## config.mk

```make
export PLATFORM = sky130hd
export DESIGN_NAME = jtgng_romload
export DESIGN_NICKNAME = d
export VERILOG_FILES = /design/src/rtl/jtgng_romload.sv
export SDC_FILE = /design/constraint.sdc
export NUM_CORES = 1
export LEC_CHECK = 0
export ABC_AREA = 1
export BUFFER_PORTS_ARGS = -buffer_cell sky130_fd_sc_hd__buf_2
export CELL_PAD_IN_SITES_DETAIL_PLACEMENT = 1
export CELL_PAD_IN_SITES_GLOBAL_PLACEMENT = 1
export CORE_UTILIZATION = 45
export DETAILED_ROUTE_END_ITERATION = 8
export GPL_TIMING_DRIVEN = 0
export PLACE_DENSITY_LB_ADDON = 0.3
export SLEW_MARGIN = 30
export SYNTH_ARGS = -nofsm -noshare
export SYNTH_HDL_FRONTEND = slang
export SYNTH_SLANG_ARGS = --single-unit
```

## constraint.sdc

```tcl
create_clock -name clk -period 3.4 [get_ports clk]
set_clock_uncertainty 0.2 [all_clocks]
set_input_delay 0.34 -clock clk [delete_from_list [all_inputs] [get_ports clk]]
set_output_delay 0.34 -clock clk [all_outputs]
set_load 0.05 [all_outputs]
```

## src/rtl/jtgng_romload.sv

```systemverilog
// ROM download write-side: buffers downloader bytes in a small FIFO and emits paced
// single-cycle ROM bank writes. Optional checksum output under JTGNG_ROMLOAD_CSUM_EN.
module jtgng_romload #(
  parameter int          FIFO_AW = 2,
  parameter int          WR_GAP  = 3,
  parameter logic [18:0] ROM_END = 19'h60000
) (
  input  logic        clk,
  input  logic        rst,
  input  logic        ioctl_download,
  input  logic        ioctl_wr,
  input  logic [21:0] ioctl_addr,
  input  logic [7:0]  ioctl_dout,
  output logic        romload_wr,
  output logic [18:0] romload_addr,
  output logic [7:0]  romload_data,
  output logic        loading,
  output logic        done,
  output logic        overflow
`ifdef JTGNG_ROMLOAD_CSUM_EN
 ,output logic [15:0] csum
`endif
);

  typedef enum logic [1:0] {
    ST_IDLE  = 2'd0,
    ST_LOAD  = 2'd1,
    ST_DRAIN = 2'd2,
    ST_DONE  = 2'd3
  } state_t;

  localparam int         DEPTH    = 1 << FIFO_AW;
  localparam logic [3:0] GAP_LOAD = 4'(WR_GAP - 1);

  state_t             state_r;
  state_t             state_s;
  logic               load_entry_s;
  logic               dl_r;
  logic               dl_rise_s;
  logic               dl_fall_s;

  logic [26:0]        mem_r [DEPTH];
  logic [FIFO_AW:0]   wr_ptr_r;
  logic [FIFO_AW:0]   rd_ptr_r;
  logic               empty_s;
  logic               full_s;
  logic               push_req_s;
  logic               push_s;
  logic               pop_s;
  logic               ovf_set_s;
  logic [3:0]         gap_r;

  // Download edge detection and FIFO handshake decode
  always_comb begin
    dl_rise_s  = ioctl_download & ~dl_r;
    dl_fall_s  = ~ioctl_download & dl_r;
    empty_s    = (wr_ptr_r == rd_ptr_r);
    full_s     = (wr_ptr_r[FIFO_AW] != rd_ptr_r[FIFO_AW]) &&
                 (wr_ptr_r[FIFO_AW-1:0] == rd_ptr_r[FIFO_AW-1:0]);
    push_req_s = (state_r == ST_LOAD) && ioctl_wr && (ioctl_addr < {3'b000, ROM_END});
    // A pop in the same cycle frees a slot, so a push into a full FIFO still lands.
    pop_s      = !empty_s && (gap_r == 4'd0) && !romload_wr;
    push_s     = push_req_s && (!full_s || pop_s);
    ovf_set_s  = push_req_s && full_s && !pop_s;
  end

  // Next-state logic
  always_comb begin
    state_s      = state_r;
    load_entry_s = 1'b0;
    case (state_r)
      ST_IDLE: begin
        if (dl_rise_s) begin
          state_s      = ST_LOAD;
          load_entry_s = 1'b1;
        end else begin
          state_s = ST_IDLE;
        end
      end
      ST_LOAD: begin
        if (dl_fall_s) begin
          state_s = ST_DRAIN;
        end else begin
          state_s = ST_LOAD;
        end
      end
      ST_DRAIN: begin
        if (empty_s && (gap_r == 4'd0)) begin
          state_s = ST_DONE;
        end else begin
          state_s = ST_DRAIN;
        end
      end
      ST_DONE: begin
        if (dl_rise_s) begin
          state_s      = ST_LOAD;
          load_entry_s = 1'b1;
        end else begin
          state_s = ST_DONE;
        end
      end
      default: begin
        state_s = ST_IDLE;
      end
    endcase
  end

  // State register and registered download level
  always_ff @(posedge clk) begin
    if (rst) begin
      state_r <= ST_IDLE;
      dl_r    <= 1'b0;
    end else begin
      state_r <= state_s;
      dl_r    <= ioctl_download;
    end
  end

  // FIFO storage; contents need no reset since the pointers define validity
  always_ff @(posedge clk) begin
    if (push_s) begin
      mem_r[wr_ptr_r[FIFO_AW-1:0]] <= {ioctl_addr[18:0], ioctl_dout};
    end
  end

  // FIFO pointers, wrapping modulo 2**(FIFO_AW+1)
  always_ff @(posedge clk) begin
    if (rst) begin
      wr_ptr_r <= '0;
      rd_ptr_r <= '0;
    end else begin
      if (push_s) begin
        wr_ptr_r <= wr_ptr_r + 1'b1;
      end
      if (pop_s) begin
        rd_ptr_r <= rd_ptr_r + 1'b1;
      end
    end
  end

  // Write strobe, held address/data and gap counter
  always_ff @(posedge clk) begin
    if (rst) begin
      romload_wr   <= 1'b0;
      romload_addr <= 19'd0;
      romload_data <= 8'd0;
      gap_r        <= 4'd0;
    end else begin
      romload_wr <= pop_s;
      if (pop_s) begin
        {romload_addr, romload_data} <= mem_r[rd_ptr_r[FIFO_AW-1:0]];
        // Loaded together with the strobe so pulses land exactly WR_GAP cycles apart.
        gap_r <= GAP_LOAD;
      end else if (gap_r != 4'd0) begin
        gap_r <= gap_r - 4'd1;
      end
    end
  end

  // Status outputs registered from the next state
  always_ff @(posedge clk) begin
    if (rst) begin
      loading  <= 1'b0;
      done     <= 1'b0;
      overflow <= 1'b0;
    end else begin
      loading <= (state_s == ST_LOAD) || (state_s == ST_DRAIN);
      done    <= (state_s == ST_DONE);
      if (load_entry_s) begin
        overflow <= 1'b0;
      end else if (ovf_set_s) begin
        overflow <= 1'b1;
      end
    end
  end

`ifdef JTGNG_ROMLOAD_CSUM_EN
  // Running modular sum of written bytes since the last LOAD entry
  always_ff @(posedge clk) begin
    if (rst) begin
      csum <= 16'd0;
    end else if (load_entry_s) begin
      csum <= 16'd0;
    end else if (romload_wr) begin
      csum <= csum + {8'h00, romload_data};
    end
  end
`endif

endmodule

```

After elaboration in Yosys (flattened, before gate mapping). Memories as Yosys holds them, arrays and structs flattened. A register that Yosys moved wholly into a read port is not among the register bits. Cells that the tools add are included.

Eq/ne operators: 9. Order comparisons: 1. Bitwise logic cells: 4. Add/sub/neg operators: 3. Reductions and logical operators: 22. Mux-type cells: 11.

Operator list (count): 22-bit by 19-bit < comparator with 1-bit output (second input constant) (1); 1-bit logical AND (9); 2-bit == test (second input constant) (4); 2-bit 2-to-1 mux (4); 2-bit one-hot mux with 4 select lines (1); 3-bit by 1-bit adder with 3-bit output (second input constant) (2); 1-bit 2-to-1 mux (6); 2-bit OR reduction (3); 2-bit by 1-bit == test with 1-bit output (second input constant) (2); 1-bit zero test (4); 4-bit zero test (1); 4-bit nonzero test (1); 4-bit by 1-bit subtractor with 4-bit output (second input constant) (1); 3-bit == test (1); 1-bit AND (2); 2-bit == test (1); 2-bit zero test (1); 1-bit logical OR (2); 1-bit inverter (2); 2-bit nonzero test (1); 1-bit inequality test (1).

Logic and storage cells: 61. Flip-flop bits (word level): 17. Bits of input ports: 34. Bits in writable memories: 108. Memories: 1. Output and inout bits: 31.

Memories: mem_r (depth 4, width 27, rd ports 1, clocked after memory_dff 1, wr ports 1, line 42) `logic [26:0] mem_r [DEPTH];`.

Depth between registers and ports, before layout.
Word-level depth: 8. Depth in mapped cells: 13. Gate-level depth less buffers: 12.

Least setup slack after synthesis. No wires, ideal clock.

Path kind: input-to-reg. Start point: input port ioctl_addr[21]. End point: memory mem_r[1][0], enable pin. Path buffers: 0. Data arrival time: 2.172 ns. Slack: 0.617 ns. Stages: 4. Required time: 2.789 ns. Path through: or2_2 -> nor3_4 -> nand2_2 -> nor2_1.

Longest elaborated chain between the ends: 5.

Ends and longest elaborated chain: start: declaration (line 12) `input logic [21:0] ioctl_addr,`; 22-bit by 19-bit < comparator with 1-bit output (line 60) `push_req_s = (state_r == ST_LOAD) && ioctl_wr && (ioctl_addr < {3'b000, ROM_END});`; 1-bit logical AND (line 60); 1-bit logical AND (line 63) `push_s = push_req_s && (!full_s || pop_s);`; 1-bit 2-to-1 mux (line 121) `if (push_s) begin`; 1-bit 2-to-1 mux (implied by the code) (line 122) `mem_r[wr_ptr_r[FIFO_AW-1:0]] <= {ioctl_addr[18:0], ioctl_dout};`; end: declaration (line 42).

Every way passes these cells.

Final worst setup path.
Start point: input port ioctl_addr[17]. End point: memory mem_r[2][13], enable pin.

Same word-level chain as after synthesis.

==> flow_metrics.py <==
metrics = {
    "global_routing": {
        "track_usage": 0.2411,
        "grt-ovfl-total": 0,
        "grt_pass1_wl_um": 23580,
        "grt_max_degree": 19,
        "grt_pass1_vias": 4448,
        "antenna_found_initial": 0,
    },
    "worst_hold_path": {
        "hp-class": "primary input to flip-flop",
    },
    "floorplan": {
        "core-area_um2": 12720,
        "die_h_um": 116.6,
        "start_util": 0.4642,
        "dieArea_um2": 13590,
        "pin_count": 65,
        "rows": 41,
        "die_w_um": 116.6,
    },
    "power": {
        "power.density_nw_per_um2": 635.2,
        "max-vdd-ir-drop_mv": 0.4301,
        "p_switching_mw": 1.338,
        "p_clk_frac": 0.389,
        "pwr-share-comb": 0.170,
        "swShare": 0.2830,
        "p_leak_nw": 2.935,
        "power_frac_seq": 0.441,
        "p_int_mw": 3.389,
    },
    "finish": {
        "diodes": 0,
        "multiInputGateArea_um2": 1548,
        "seq_area_um2": 4124,
        "drive_gt1_frac": 0.2082,
        "nets": 665,
        "finish.instance_area_um2": 7442,
        "fillers": 1362,
        "area_growth_pct": 26.02,
        "stdcell_count": 806,
    },
    "timing": {
        "setup_tns_ps": 0,
        "whs_ps": 60.71,
        "slew_headroom": 0.5079,
        "max_freq_mhz": 392.5,
        "slew_viol_final": 0,
        "fin_crit_sh": 0.7494,
        "fin_ws_ps": 852.0,
        "worst_slew_pin_slew_ps": 738.2,
        "layout_min_cycle_time_ps": 2548,
        "hold_viol_final": 0,
        "rsz0062_at_grt": "false",
        "finalSetupViolations": 0,
    },
    "clock_tree": {
        "clkSlewWorstSetupHoldPaths_ps": 60,
        "cts.sinks": 152,
        "clockRootBuffer": "clkbuf_16",
        "cts_buffers": 17,
        "cts_tree": "built",
        "insertion_delay_ps": 420,
        "cts_resized": 0,
        "clk_path_buf_depth": 2,
        "cts-htree-levels": 4,
    },
    "critical_path": {
        "path_delay_family": "simple AND/OR/NAND/NOR gates",
        "cp_data_arrival_time_ps": 2480,
        "crit_fanout": 16,
        "crit_type": "primary input to flip-flop",
        "cp_slowest_cell": "dlygate4sd3_1",
        "slowest_delay_ps": 530,
        "required_ps": 3330,
        "crit_buf_inv": 3,
        "endpoint_kind": "flip-flop",
        "cp_cell_sequence": "dlygate4sd3_1 -> buf_2 -> nand2_1 -> nand3_1 -> nor3_4 -> nand2_2 -> nor2_4 -> buf_16",
        "startpoint_type": "primary input",
    },
    "routing": {
        "vias": 4241,
        "dr.pass1.iters": 4,
        "routed_via_density": 5.262,
        "routed_wl_um": 15100,
        "drc_errors": 0,
        "dr.first_iter.drc_count": 214,
        "drtAntennaViolNets": 0,
        "wl_per_cell_um": 18.73,
    },
    "flow_run": {
        "max_cap_viol_count": 0,
    },
    "synthesis": {
        "ys_ff_latch": 152,
        "synth.largest_area_cell": "edfxtp_1",
        "syn_nets": 550,
        "synthDistinctLibCells": 33,
        "avgSynthCellArea_um2": 11.67,
        "yosysSeqAreaShare": 0.6983,
        "synth_top_cells_by_area": "edfxtp_1 55%, dfxtp_1 15%, nand2_1 4.9%, nor2_1 4.3%, o21ai_0 4.2%",
        "yosysWarnings": 0,
        "ys.flop_type": "edfxtp_1",
        "synth_edf_count": 108,
        "async_flop_share": 0,
        "synth_top_area_share": 0.5492,
        "yosysMostFrequentCell": "edfxtp_1",
        "synth_common_cells": "108 x edfxtp_1, 77 x nand2_1, 68 x nor2_1",
        "synth_area_um2": 5906,
        "syn_inst": 506,
    },
    "placed_design": {
        "dp_cells": 746,
        "dpl-instance-area_um2": 6581,
        "port_buffers": 64,
        "place_congestion": 0.7495,
        "dp_hpwl_um": 9754,
        "pre_cts_slack_ps": 896.2,
    },
    "outcome": {
        "status": "finished, final reports clean",
    },
}
-- final timing paths --
path / to / cells after the start / start / slack [ps]
worst max-delay path: mem_r[2][13] / 8 / ioctl_addr[17] / 850
worst min register to register: gap_r[3] / 2 / gap_r[3] / 240
worst min-delay path: overflow / 4 / ioctl_addr[20] / 60
worst max register to register: mem_r[2][13] / 7 / state_r[1] / 950
-- power by group through the flow --
stage	logic (mW)	clock network [mW]	registers, mW
2_1_floorplan	0.382	0	2.28
3_3_place_gp	0.750	0	2.12
3_5_place_dp	0.778	0	2.12
4_1_cts	0.809	1.87	2.08
5_1_grt	0.875	1.93	2.09
6_report	0.803	1.84	2.08
-- stage by stage --
step / power [mW] / util
after global placement: 2.869 / 0.5063
after CTS: 4.759 / 0.5850
after global routing: 4.900 / 0.5850
after floorplan: 2.658 / -
final: 4.727 / 0.5850
after detailed placement: 2.900 / 0.5173
-- logic make-up (layout without fill, tap and decap cells) --
group / count (synthesis) / after routing / share of synthesized area
and+or+nand+nor: 195 / 195 / 0.1443
xor gates and xnor gates: 2 / 2 / 0.002967
buffers and inverters: 52 / 180 / 0.04470
AOI/OAI and AO/OA: 95 / 95 / 0.08856
DFF: 152 / 152 / 0.6983
adders and majority gates: 10 / 10 / 0.02119
-- registers in the layout (all words and copies together), names as in the netlist, 2 cells and up --
signal	cells
rd_ptr_r	3
state_r	2
mem_r	108
gap_r	4
wr_ptr_r	3
romload_addr	19
romload_data	8
-- routing by layer --
metal  part of all wire  global-route usage  vias up
li1                   -                   -     2000
met1               0.42              0.2871     2118
met2               0.52              0.4323      101
met3              0.037             0.04203       22
met4              0.019             0.09789        0
met5                  0                   0        -
-- tightest hold or removal path: stages --
cell and delay (ps):
buf_2 110, nor3_4 60, nand3_1 70, a21oi_1 60
-- repair_timing --
action / CTS / global route
setup buffers: 0 / 0
endpoints found under the hold margin: 109 / 0
hold buffers: 28 / 0
-- layout by cell type, fill, tap and decap left out, drive strengths merged --
cell / n
clkinv: 6
dlygate4sd3: 28
nand2: 81
or2: 2
nand3: 37
clkinvlp: 2
nor3: 3
a21oi: 9
o22ai: 27
xor2: 2
clkbuf: 35
and2: 1
nand4: 1
inv: 26
buf: 81
o21ai: 58
edfxtp: 108
bufinv: 2
a211oi: 1
dfxtp: 44
ha: 10
nor2: 70
-- area by class of cell --
type	count	share of cell area
flip-flops and latches	152	0.5541
plain buffers	28	0.02337
clock inverters	12	0.01664
repair buffers	96	0.09549
inverters	24	0.01210
well taps	172	0.02892
multi-input cells	302	0.2080
clock buffers	20	0.06137
Note: power is estimated with default switching activity, not from simulation.
